--- config.mk ---
export PLATFORM = sky130hd
export DESIGN_NAME = multi_debouncer
export DESIGN_NICKNAME = d
export VERILOG_FILES = /design/src/rtl/debounce_pkg.sv /design/src/rtl/debounce_channel.sv /design/src/rtl/multi_debouncer.sv
export SDC_FILE = /design/constraint.sdc
export NUM_CORES = 1
export LEC_CHECK = 0
export BUFFER_PORTS_ARGS = -buffer_cell sky130_fd_sc_hd__buf_2
export CELL_PAD_IN_SITES_DETAIL_PLACEMENT = 1
export CELL_PAD_IN_SITES_GLOBAL_PLACEMENT = 1
export CORE_ASPECT_RATIO = 0.9
export CORE_UTILIZATION = 49
export CTS_CLUSTER_DIAMETER = 100
export DETAILED_ROUTE_END_ITERATION = 8
export PLACE_DENSITY = 0.84
export SYNTH_ARGS = -nofsm -noshare
export SYNTH_HDL_FRONTEND = slang
export SYNTH_SLANG_ARGS = --single-unit
--- constraint.sdc ---
create_clock -name clk -period 9.25 [get_ports clk]
set_input_delay 2.3125 -clock clk [delete_from_list [all_inputs] [get_ports clk]]
set_output_delay 2.3125 -clock clk [all_outputs]
set_load 0.05 [all_outputs]
--- src/rtl/debounce_pkg.sv ---
// Shared helpers for the multi-channel debouncer: counter width sizing and
// the 1 ms tick period derived from the clock frequency.
package debounce_pkg;

  // Bits needed to hold values 0..value-1, never less than one bit.
  function automatic int clog2_min1(input int value);
    int w;
    w = 1;
    while ((longint'(1) << w) < longint'(value)) w++;
    return w;
  endfunction

  // Clock cycles per 1 ms tick for a clock given in MHz.
  function automatic int tick_period(input int freq_mhz);
    return freq_mhz * 1000;
  endfunction

endpackage

--- src/rtl/debounce_channel.sv ---
// One debounced input: 2-FF synchroniser, stability counter saturating at
// DEBOUNCE_TIME ticks, registered level with rise/fall pulses, and an
// optional long-press counter producing hold_pulse/held.
module debounce_channel
  import debounce_pkg::*;
#(
  parameter int   DEBOUNCE_TIME = 5,
  parameter int   HOLD_TIME     = 1000,
  parameter logic INIT_VALUE    = 1'b0
) (
  input  logic clk,
  input  logic reset,
  input  logic tick,
  input  logic data_in,
  output logic data_out,
  output logic rise,
  output logic fall,
  output logic hold_pulse,
  output logic held
);

  localparam int SW = clog2_min1(DEBOUNCE_TIME + 1);
  localparam logic [SW-1:0] STAB_MAX = SW'(DEBOUNCE_TIME);

  logic          meta;
  logic          sync;
  logic          prev;
  logic [SW-1:0] stab;
  logic          update;

  // Synchroniser chain plus one-cycle history used for change detection.
  always_ff @(posedge clk or posedge reset) begin
    if (reset) begin
      meta <= INIT_VALUE;
      sync <= INIT_VALUE;
      prev <= INIT_VALUE;
    end else begin
      meta <= data_in;
      sync <= meta;
      prev <= sync;
    end
  end

  // Stability counter: any change restarts it, even on a tick cycle.
  always_ff @(posedge clk or posedge reset) begin
    if (reset) begin
      stab <= '0;
    end else if (sync != prev) begin
      stab <= '0;
    end else if (tick && (stab < STAB_MAX)) begin
      stab <= stab + 1'b1;
    end
  end

  assign update = (stab == STAB_MAX) && (sync == prev) && (sync != data_out);

  // Debounced level with edge pulses coincident with the level change.
  always_ff @(posedge clk or posedge reset) begin
    if (reset) begin
      data_out <= INIT_VALUE;
      rise     <= 1'b0;
      fall     <= 1'b0;
    end else begin
      rise <= update && sync;
      fall <= update && !sync;
      if (update) data_out <= sync;
    end
  end

  if (HOLD_TIME > 0) begin : g_hold
    localparam int HW = clog2_min1(HOLD_TIME + 1);
    localparam logic [HW-1:0] HOLD_MAX  = HW'(HOLD_TIME);
    localparam logic [HW-1:0] HOLD_LAST = HW'(HOLD_TIME - 1);

    logic [HW-1:0] hcnt;

    // Long-press timer; held drops on the same edge the level falls.
    always_ff @(posedge clk or posedge reset) begin
      if (reset) begin
        hcnt       <= '0;
        hold_pulse <= 1'b0;
        held       <= 1'b0;
      end else begin
        hold_pulse <= 1'b0;
        if (!data_out) begin
          hcnt <= '0;
        end else if (tick && (hcnt < HOLD_MAX)) begin
          hcnt <= hcnt + 1'b1;
          if (hcnt == HOLD_LAST) begin
            hold_pulse <= 1'b1;
            held       <= 1'b1;
          end
        end
        if (update && !sync) begin
          hold_pulse <= 1'b0;
          held       <= 1'b0;
        end
      end
    end
  end else begin : g_no_hold
    assign hold_pulse = 1'b0;
    assign held       = 1'b0;
  end

endmodule

--- src/rtl/multi_debouncer.sv ---
// Multi-channel debouncer top: a shared 1 ms tick prescaler feeding one
// independent debounce_channel per input.
module multi_debouncer
  import debounce_pkg::*;
#(
  parameter int CLOCK_FREQUENCY = 50,
  parameter int DEBOUNCE_TIME   = 5,
  parameter int HOLD_TIME       = 1000,
  parameter int N_CHANNELS      = 8,
  parameter logic [N_CHANNELS-1:0] INIT_VALUE = {N_CHANNELS{1'b0}}
) (
  input  logic                  clk,
  input  logic                  reset,
  input  logic [N_CHANNELS-1:0] data_in,
  output logic [N_CHANNELS-1:0] data_out,
  output logic [N_CHANNELS-1:0] rise,
  output logic [N_CHANNELS-1:0] fall,
  output logic [N_CHANNELS-1:0] hold_pulse,
  output logic [N_CHANNELS-1:0] held
);

  localparam int PERIOD = tick_period(CLOCK_FREQUENCY);
  localparam int PW     = clog2_min1(PERIOD);
  localparam logic [PW-1:0] PRE_LAST = PW'(PERIOD - 1);

  logic [PW-1:0] pre_cnt;
  logic          tick;

  // Free-running prescaler; tick is a registered one-cycle strobe on wrap.
  always_ff @(posedge clk or posedge reset) begin
    if (reset) begin
      pre_cnt <= '0;
      tick    <= 1'b0;
    end else if (pre_cnt == PRE_LAST) begin
      pre_cnt <= '0;
      tick    <= 1'b1;
    end else begin
      pre_cnt <= pre_cnt + 1'b1;
      tick    <= 1'b0;
    end
  end

  for (genvar i = 0; i < N_CHANNELS; i++) begin : g_ch
    debounce_channel #(
      .DEBOUNCE_TIME(DEBOUNCE_TIME),
      .HOLD_TIME    (HOLD_TIME),
      .INIT_VALUE   (INIT_VALUE[i])
    ) u_ch (
      .clk       (clk),
      .reset     (reset),
      .tick      (tick),
      .data_in   (data_in[i]),
      .data_out  (data_out[i]),
      .rise      (rise[i]),
      .fall      (fall[i]),
      .hold_pulse(hold_pulse[i]),
      .held      (held[i])
    );
  end

endmodule

# Word level (Yosys, flattened, before mapping)
# Cells that the tools add are included.
# Widths: inputs -> output; s select.
# word_totals
ff_bits	185
out_inout_bits	40
wordCells	358
inputBits	10
# classes
addsub	17
eq_ne	49
reduce_logical	96
n_lt_le_gt_ge	16
muxes	98
# ops
op	count
$mux 10	16
$add 10x1->10 const B	8
$eq 10x10->1 const B	8
$lt 10x10->1 const B	8
$mux 1	65
$reduce_bool 2->1	32
$logic_and 1x1->1	48
$mux 3	16
$add 3x1->3 const B	8
$eq 3x3->1 const B	8
$lt 3x3->1 const B	8
$reduce_and 3->1	8
$add 16x1->16 const B	1
$eq 16x16->1 const B	1
$mux 16	1
$ne 1x1->1	16
$ne 2x2->1 const B	8
$eq 1x1->1	8
$logic_not 1->1	8

# Logic depth before layout (Yosys ltp)
# Gate-level depths: netlist of run 1.
# logic_depth
word_depth	6
ltp_mapped	6
depth_no_buf	6

# Modules after synthesis
# A second synthesis of run 1 with hierarchy kept.
# unflattened
hier_cells	813
area_unflattened_um2	8639.5
# by_module_without_submodules
mod	area_per_inst_um2	instances	seq_area_each_um2	cells_per_inst
debounce_channel	982.2	8	525.5	93
multi_debouncer	782.0	1	425.4	69

# Worst setup path after synthesis of run 1
# No wires, ideal clock.
# synth_path
path_type	reg-to-output
start	register g_ch[7].u_ch.data_out
end	output data_out[7]
stages_incl_launch_ff	2
path_slack_ps	6294
required_time_ps	6938
n_path_buf	1
t_arrival_ps	643
cell_sequence	dfrtp_1 buf_4
# synth_rtl
item	line_no	source
start, declared	debounce_channel.sv:15	output logic data_out,
start signal, assigned	debounce_channel.sv:66	if (update) data_out <= sync;
end, declared	multi_debouncer.sv:15	output logic [N_CHANNELS-1:0] data_out,
# No word-level cell between the ends.

# Worst setup path after layout of run 1
# layout_path
start	register g_ch[5].u_ch.data_out
end	output data_out[5]
# layout_rtl
item	line_no
start, declared	debounce_channel.sv:15
start signal, assigned	debounce_channel.sv:66
# No word-level cell between the ends.

==> flow_summary.toml, run 1 <==
[status]
status = "finished clean"

[place]
post-place-ws_ps = 5110
dp_cells = 1085
gp_congestion = 0.762
port_buffers = 49
hpwl_um = 12300

[cts]
insertion_delay_ps = 440
post_cts_resized = 0
h-tree-depth = 4
post_cts_buffers = 0
cts_max_path_buffers = 2
cts.clk_slew.worst_paths_ps = 70
root_buffer = "clkbuf_16"
cts_tree = "built"
cts_buffers = 17
ctsHoldBuffers = 0
clock_sinks = 185

[layout]
drive_gt1_share_pct = 11.9
antenna_cells = 0
final_cells = 1117
fin_nets = 899
fill_cells = 1967
area_growth_pct = 9.40

[power]
power.density_mw_per_mm2 = 169
vdd_ir_drop_max_uv = 123
power.leakage_nw = 4.37

[critical_path]
crit_chain = "buf_2"
reg2reg_depth = 5
r2r_slack_ps = 6990
worstSetupPathType = "flop to output pin"
cpLargestDelayFamily = "flip-flops"
critical_path_buf_inv_count = 1
crit_path_end_kind = "output pin"
r2r-end = "g_ch[4].u_ch.g_hold.hcnt[7]$_DFFE_PP0P_"
arrival_ps = 1470
start_kind = "flop"
critPathRequiredTime_ps = 6940
critical-path-max-stage-delay_ps = 660
crit_fanout = 18
worstReg2RegStart = "tick$_DFF_PP0_"
critical_path.slowest_cell = "dfrtp_1"

[yosys]
synth.top_cells.by_area = "dfrtp_1 52%, xor2_1 4.3%, ha_1 3.5%, buf_4 3.5%, xnor2_1 3.4%"
yosysTopAreaCell = "dfrtp_1"
synth_edf_count = 0
ys_seq_area_share_pct = 52.4
avgSynthCellArea_um2 = 10.3
syn-num-nets = 888
yosys.cell_types.count = 60
async_reset_ff_share_pct = 100
synth_top_area_share_pct = 52.4
syn-instance-count = 853
ys.flop_type = "dfrtp_1"
ys.warnings.count = 0
netlist_area_mm2 = 0.00883
synth_seq_cells = 185

[floorplan]
core_region_area_mm2 = 0.0176
die_w_um = 143
num_io_pins = 50
rows = 46
die_y_um = 129
dieArea_mm2 = 0.0186
start_util_pct = 50.1

[hold_path]
min_from = "g_ch[6].u_ch.meta$_DFF_PP0_"
holdPathStages = 0
hold_path_end = "g_ch[6].u_ch.sync$_DFF_PP0_"
hold_path_class = "flop to flop"

[job]
max_cap_viol_count = 0

[global_route]
grt-ovfl-total = 0
grt_pass1_wl_um = 32100
grt_pass1_vias = 6506
track_usage_pct = 22.2
antenna_found_initial = 0
grt_max_degree = 107

[routing]
dr.pass1.iters = 4
route.detailed.drc = 0
wl_per_cell_um = 17.1
drt_iter0_drc = 263
vias_per_cell = 5.64
vias = 6295
drt_wl_total_um = 19100
antenna_left = 0

[sta]
finalCritPeriodShare_pct = 40.9
hold_viol = 0
fmax_mhz = 265
layout_min_cycle_time_ps = 3780
clock_skew_ps = 9.43
setup_violations = 0
tns_ps = 0
max_slew.worst_pin.slew_ps = 989
finalMaxSlewViolations = 0
rsz0062_at_grt = "false"
relSlewSlack_pct = 34.0
layout_setup_ws_ps = 5470
logic make-up after synthesis:
kind of cell	Yosys count	share of synthesized area, %
xor+xnor	77	7.64
buf+inv	95	5.88
fa+ha+maj	25	3.54
flops	185	52.4
compound gates	144	10.6
mux	3	0.340
simple gates	324	19.5
cell usage after synthesis, drive strengths merged (5+ instances only):
library cell / instances
clkbuf: 11
a211oi: 5
o211ai: 17
inv: 35
and3: 26
xor2: 43
nand2b: 5
nor2b: 7
nand4: 28
and4: 8
and2: 25
nor2: 65
nor4b: 6
nand3: 38
nand2: 72
ha: 25
o21ai: 55
dfrtp: 185
buf: 48
xnor2: 34
o31ai: 5
nor3: 9
o21a: 5
or2: 6
nor4: 15
a21oi: 25
layout make-up:
| class | count | area, µm² | share of cell area [%] |
|---|---|---|---|
| sequential | 185 | 4630 | 47.9 |
| timing repair buffer | 51 | 260 | 2.69 |
| multi-input combinational | 573 | 3680 | 38.1 |
| tap | 240 | 300 | 3.11 |
| clock inverter | 12 | 188 | 1.94 |
| clock buffer | 20 | 457 | 4.73 |
| inverter | 36 | 143 | 1.48 |
worst max-delay path by stage:
stage / start / endpoint / slack, ps / cells past startpoint
after floorplan: reset / g_ch[0].u_ch.data_out$_DFFE_PP0P_ / 1910 / 1
after global placement: reset / tick$_DFF_PP0_ / 5150 / 3
after detailed placement: reset / tick$_DFF_PP0_ / 5110 / 3
after CTS: g_ch[5].u_ch.data_out$_DFFE_PP0P_ / data_out[5] / 5450 / 1
after global routing: reset / tick$_DFF_PP0_ / 5360 / 3
final: g_ch[5].u_ch.data_out$_DFFE_PP0P_ / data_out[5] / 5470 / 1
power by group:
group	internal (W)	total, W	switching [W]
clock network	0.000471	0.000795	0.000323
logic	0.00000330	0.0000226	0.0000193
registers	0.000814	0.000819	0.00000523
registers in the layout (all words and copies together) (netlist names):
name,flops
g_ch.u_ch.data_out,8
g_ch.u_ch.fall,8
g_ch.u_ch.g_hold.hcnt,80
g_ch.u_ch.held,8
g_ch.u_ch.hold_pulse,8
g_ch.u_ch.meta,8
g_ch.u_ch.prev,8
g_ch.u_ch.rise,8
g_ch.u_ch.stab,24
g_ch.u_ch.sync,8
pre_cnt,16
tick,1
metal layers:
metal | global-route usage (%) | wire length [µm] | vias up
met4 | 7.70 | 284 | 0
met2 | 38.4 | 9850 | 91
li1 | - | - | 2965
met1 | 27.8 | 8450 | 3219
met5 | 0 | 0 | -
met3 | 4.62 | 496 | 20
worst reg2reg max path, delay by kind of cell (launching register included):
family / cells / cell delay (ps)
AND/OR/NAND/NOR: 3 / 930
AO/OA/AOI/OAI: 1 / 140
flip-flops: 1 / 660
buffers and inverters: 1 / 450
cell usage in the layout (no fill, tap or decap), drive strengths merged, types with 5 or more instances in the layout:
cell    count
a211oi      5
a21oi      25
and2       25
and3       26
and4        8
buf        51
clkbuf     20
dfrtp     185
ha         25
inv        39
nand2      72
nand2b      5
nand3      38
nand4      28
nor2       65
nor2b       7
nor3        9
nor4       15
nor4b       6
o211ai     17
o21a        5
o21ai      55
o31ai       5
or2         6
xnor2      34
xor2       43
stage by stage:
| stage | power (W) | hold slack (ps) | util [%] | instance area, µm² |
|---|---|---|---|---|
| floorplan | 0.000848 | 331 | - | 8830 |
| global placement | 0.000858 | 332 | 51.2 | 9010 |
| detailed placement | 0.000858 | 336 | 51.2 | 9010 |
| CTS | 0.00166 | 352 | 54.8 | 9660 |
| global route | 0.00169 | 356 | 54.8 | 9660 |
| finish | 0.00164 | 349 | 54.8 | 9660 |
Note: power is estimated with default switching activity, not from simulation.
==> run 2: changes to the inputs <==
clock period = 3.7 ns   (was 9.25 ns; I/O delays follow)
==> flow_summary.toml, run 2 (synthesis results as in run 1) <==
[critical_path]
critical_path_buf_inv_count = 1
start_kind = "flop"
crit_fanout = 18
crit_chain = "buf_2"
cpLargestDelayFamily = "flip-flops"
critical_path.slowest_cell = "dfrtp_1"
crit_path_end_kind = "output pin"
critPathRequiredTime_ps = 2770
arrival_ps = 1500
worstSetupPathType = "flop to output pin"
critical-path-max-stage-delay_ps = 670

[layout]
reg.largest.list = "g_ch.u_ch.g_hold.hcnt x80, g_ch.u_ch.stab x24, pre_cnt x16"
layout_common_cells = "184 x dfrtp_1, 71 x nand2_1, 65 x nor2_1"
largest_reg_flops = 80
regMostFlops = "g_ch.u_ch.g_hold.hcnt"
drive_gt1_share_pct = 12.7
area_growth_pct = 10.3
antenna_cells = 0
fin_nets = 906
final_common_cell = "dfrtp_1"

[power]
p_int_w = 0.00320
power_frac_comb_pct = 1.7
p_seq_share_pct = 49.7
power.density_mw_per_mm2 = 423
p_switching_w = 0.000915
power.leakage_nw = 4.43
vdd_ir_drop_max_uv = 295
clockPowerShare_pct = 48.6
p_sw_share_pct = 22.2

[global_route]
grt_pass1_vias = 6709
grt_pass1_wl_um = 33500
track_usage_pct = 23.2
grt-ovfl-total = 0
grt_max_degree = 46
antenna_found_initial = 0

[sta]
hold_viol = 0
setup_violations = 0
rsz0062_at_grt = "false"
finalCritPeriodShare_pct = 65.6
finalMaxSlewViolations = 0
relSlewSlack_pct = 32.5
tns_ps = 0
fmax_mhz = 412
layout_min_cycle_time_ps = 2430
max_slew.worst_pin.slew_ps = 1010
clock_skew_ps = 10.3
layout_setup_ws_ps = 1270

[floorplan]
num_io_pins = 50
start_util_pct = 50.1
die_y_um = 129
dieArea_mm2 = 0.0186
die_w_um = 143
rows = 46
core_region_area_mm2 = 0.0176

[cts]
h-tree-depth = 4
root_buffer = "clkbuf_16"
post_cts_resized = 0
cts_tree = "built"
cts_buffers = 17
cts_max_path_buffers = 2
post_cts_buffers = 0
insertion_delay_ps = 440
clock_sinks = 185
ctsHoldBuffers = 0
cts.clk_slew.worst_paths_ps = 70

[place]
post-place-ws_ps = 1580
port_buffers = 49
gp_congestion = 0.783
hpwl_um = 13000

[routing]
vias = 6410
vias_per_cell = 5.70
drt_wl_total_um = 19800
dr.pass1.iters = 4
drt_iter0_drc = 295
route.detailed.drc = 0
wl_per_cell_um = 17.6
antenna_left = 0

[status]
status = "finished clean"

[hold_path]
hold_path_class = "flop to flop"

[job]
max_cap_viol_count = 0
## run 2: cell types whose count changed in the layout (fill, tap and decap cells not counted)
cell        previous run  this run
clkbuf_8               2         0
buf_12                 0         3
clkinv_4               0         3
buf_4                  2         6
clkinv_2               0         2
inv_6                  3         4
clkbuf_1               1         0
clkinvlp_4             4         1
## run 2: worst register-to-register path, stage by stage (launching register included)
cell,delay [ps]
dfrtp_2,950
nand4_1,280
nand2b_4,220
or4_1,470
a21boi_1,160
## run 2: stage by stage
stage,std cells,power (W),instance area (µm²),util (%),hold slack [ps]
global route,1124,0.00424,9740,55.3,356
detailed placement,1092,0.00216,9100,51.7,338
global placement,1092,0.00215,9100,51.7,332
CTS,1124,0.00416,9740,55.3,354
floorplan,853,0.00212,8830,-,331
finish,1124,0.00412,9740,55.3,351
## run 2: worst paths after layout
check,startpoint,to,slack [ps],cells past startpoint
worst max-delay path,g_ch[5].u_ch.data_out$_DFFE_PP0P_,data_out[5],1270,1
worst min-delay path,g_ch[1].u_ch.meta$_DFF_PP0_,g_ch[1].u_ch.sync$_DFF_PP0_,350,0
worst max register to register,tick$_DFF_PP0_,g_ch[4].u_ch.g_hold.hcnt[7]$_DFFE_PP0P_,1540,4
worst min register to register,g_ch[1].u_ch.meta$_DFF_PP0_,g_ch[1].u_ch.sync$_DFF_PP0_,350,0
max in group asynchronous,reset,g_ch[7].u_ch.meta$_DFF_PP0_,2250,3
min in group asynchronous,reset,g_ch[4].u_ch.data_out$_DFFE_PP0P_,700,2
## run 2: area by class of cell
type	instances	area, µm²
clock buffer	17	425
clock inverter	15	214
fill	1945	7870
inverter	36	139
multi-input combinational	573	3680
sequential	185	4630
tap	240	300
timing repair buffer	58	350
## run 2: routing by layer
metal	vias to the layer above	track usage, %	share of wire, %
met5	-	0	0
met4	0	7.32	1.4
met3	21	4.84	2.7
met2	94	39.7	51
met1	3293	29.4	45
li1	3002	-	-
## run 2: power groups by stage
stage	clock [W]	sequential, W	combinational (W)
floorplan	0	0.00208	0.0000387
CTS	0.00204	0.00205	0.0000716
global placement	0	0.00209	0.0000690
global route	0.00211	0.00205	0.0000796
finish	0.00200	0.00205	0.0000680
detailed placement	0	0.00209	0.0000710
==> run 3: changes to the inputs <==
clock period = 2.4 ns   (was 3.7 ns; I/O delays follow)
==> flow_summary.toml, run 3 (synthesis results as in run 1) <==
[place]
port_buffers = 49
hpwl_um = 12200
gp_congestion = 0.787
detailed_place.area_mm2 = 0.00911

[hold_path]
hold_path_class = "input port to async pin"

[layout]
reg.largest.list = "g_ch.u_ch.g_hold.hcnt x80, g_ch.u_ch.stab x24, pre_cnt x16"
final_common_cell = "dfrtp_1"
regMostFlops = "g_ch.u_ch.g_hold.hcnt"
antenna_cells = 0
largest_reg_flops = 80
area_growth_pct = 10.0
drive_gt1_share_pct = 12.9
layout_common_cells = "184 x dfrtp_1, 71 x nand2_1, 65 x nor2_1"
post-route-cell-area_mm2 = 0.00971
fin_nets = 909
finalCoreUtilization_pct = 55.1

[sta]
finalCritPeriodShare_pct = 86.6
tns_ps = 0
layout_min_cycle_time_ps = 2080
max_slew.worst_pin.slew_ps = 721
relSlewSlack_pct = 51.3
setup_violations = 0
finalMaxSlewViolations = 0
fmax_mhz = 481
rsz0062_at_grt = "false"
hold_viol = 0
clock_skew_ps = 10.7

[critical_path]
crit_path_end_kind = "output pin"
critPathRequiredTime_ps = 1800
cpLargestDelayFamily = "flip-flops"
critical_path.slowest_cell = "dfrtp_1"
crit_chain = "buf_2"
crit_fanout = 18
critical_path_buf_inv_count = 1
start_kind = "flop"
arrival_ps = 1480
worstSetupPathType = "flop to output pin"
critical-path-max-stage-delay_ps = 660

[cts]
ctsHoldBuffers = 0
cts_buffers = 17
post_cts_buffers = 0
cts_tree = "built"
post_cts_resized = 0
cts.clk_slew.worst_paths_ps = 70
cts_max_path_buffers = 2
root_buffer = "clkbuf_16"
insertion_delay_ps = 440
h-tree-depth = 4
clock_sinks = 185

[routing]
route.detailed.drc = 0
vias = 6256
antenna_left = 0
wl_per_cell_um = 16.2
drt_wl_total_um = 18300
drt_iter0_drc = 274
dr.pass1.iters = 4
vias_per_cell = 5.55

[global_route]
grt-ovfl-total = 0
track_usage_pct = 21.8
grt_max_degree = 72
antenna_found_initial = 0
grt_pass1_wl_um = 31600
grt_pass1_vias = 6484

[power]
power.leakage_nw = 4.42
power.density_mw_per_mm2 = 630
vdd_ir_drop_max_uv = 432

[floorplan]
rows = 46
dieArea_mm2 = 0.0186
num_io_pins = 50
start_util_pct = 50.1
die_y_um = 129
core_region_area_mm2 = 0.0176
die_w_um = 143

[status]
status = "finished clean"

[job]
max_cap_viol_count = 0
==> run 3: worst paths after layout <==
path	start	to	slack, ps	cells past startpoint
setup / recovery	g_ch[5].u_ch.data_out$_DFFE_PP0P_	data_out[5]	320	1
hold / removal	reset	g_ch[4].u_ch.rise$_DFF_PP0_	130	2
setup reg to reg	tick$_DFF_PP0_	g_ch[6].u_ch.g_hold.hcnt[7]$_DFFE_PP0P_	460	5
hold reg to reg	g_ch[5].u_ch.meta$_DFF_PP0_	g_ch[5].u_ch.sync$_DFF_PP0_	350	0
max in group asynchronous	reset	g_ch[0].u_ch.meta$_DFF_PP0_	1630	3
min in group clk	data_in[1]	g_ch[1].u_ch.meta$_DFF_PP0_	260	1
==> run 3: layout make-up <==
type	count	area (µm²)
fillers	1960	7900
flip-flops and latches	185	4630
multi-input cells	573	3680
clock buffers	22	484
repair buffers	61	360
well taps	240	300
inverters	36	139
clock inverters	10	118
==> run 3: report_power, final <==
group	internal, W	switching [W]	leakage [nW]
registers	0.00314	0.0000194	2.51
logic	0.0000212	0.0000759	1.61
clock network	0.00165	0.00121	0.296
==> run 3: metrics by stage <==
step           power (W)  instances  setup WS (ps)  hold slack [ps]
2_1_floorplan    0.00327        853           -579              331
3_3_place_gp     0.00332       1095            566              332
3_5_place_dp     0.00332       1095            479              336
4_1_cts          0.00618       1127            300              123
5_1_grt          0.00631       1127            236              137
6_report         0.00612       1127            323              129
==> run 3: routing by layer <==
metal | track usage (%) | share of wire, %
met1 | 28.2 | 47
met2 | 36.5 | 49
met3 | 4.07 | 2.3
met4 | 8.01 | 1.6
met5 | 0 | 0
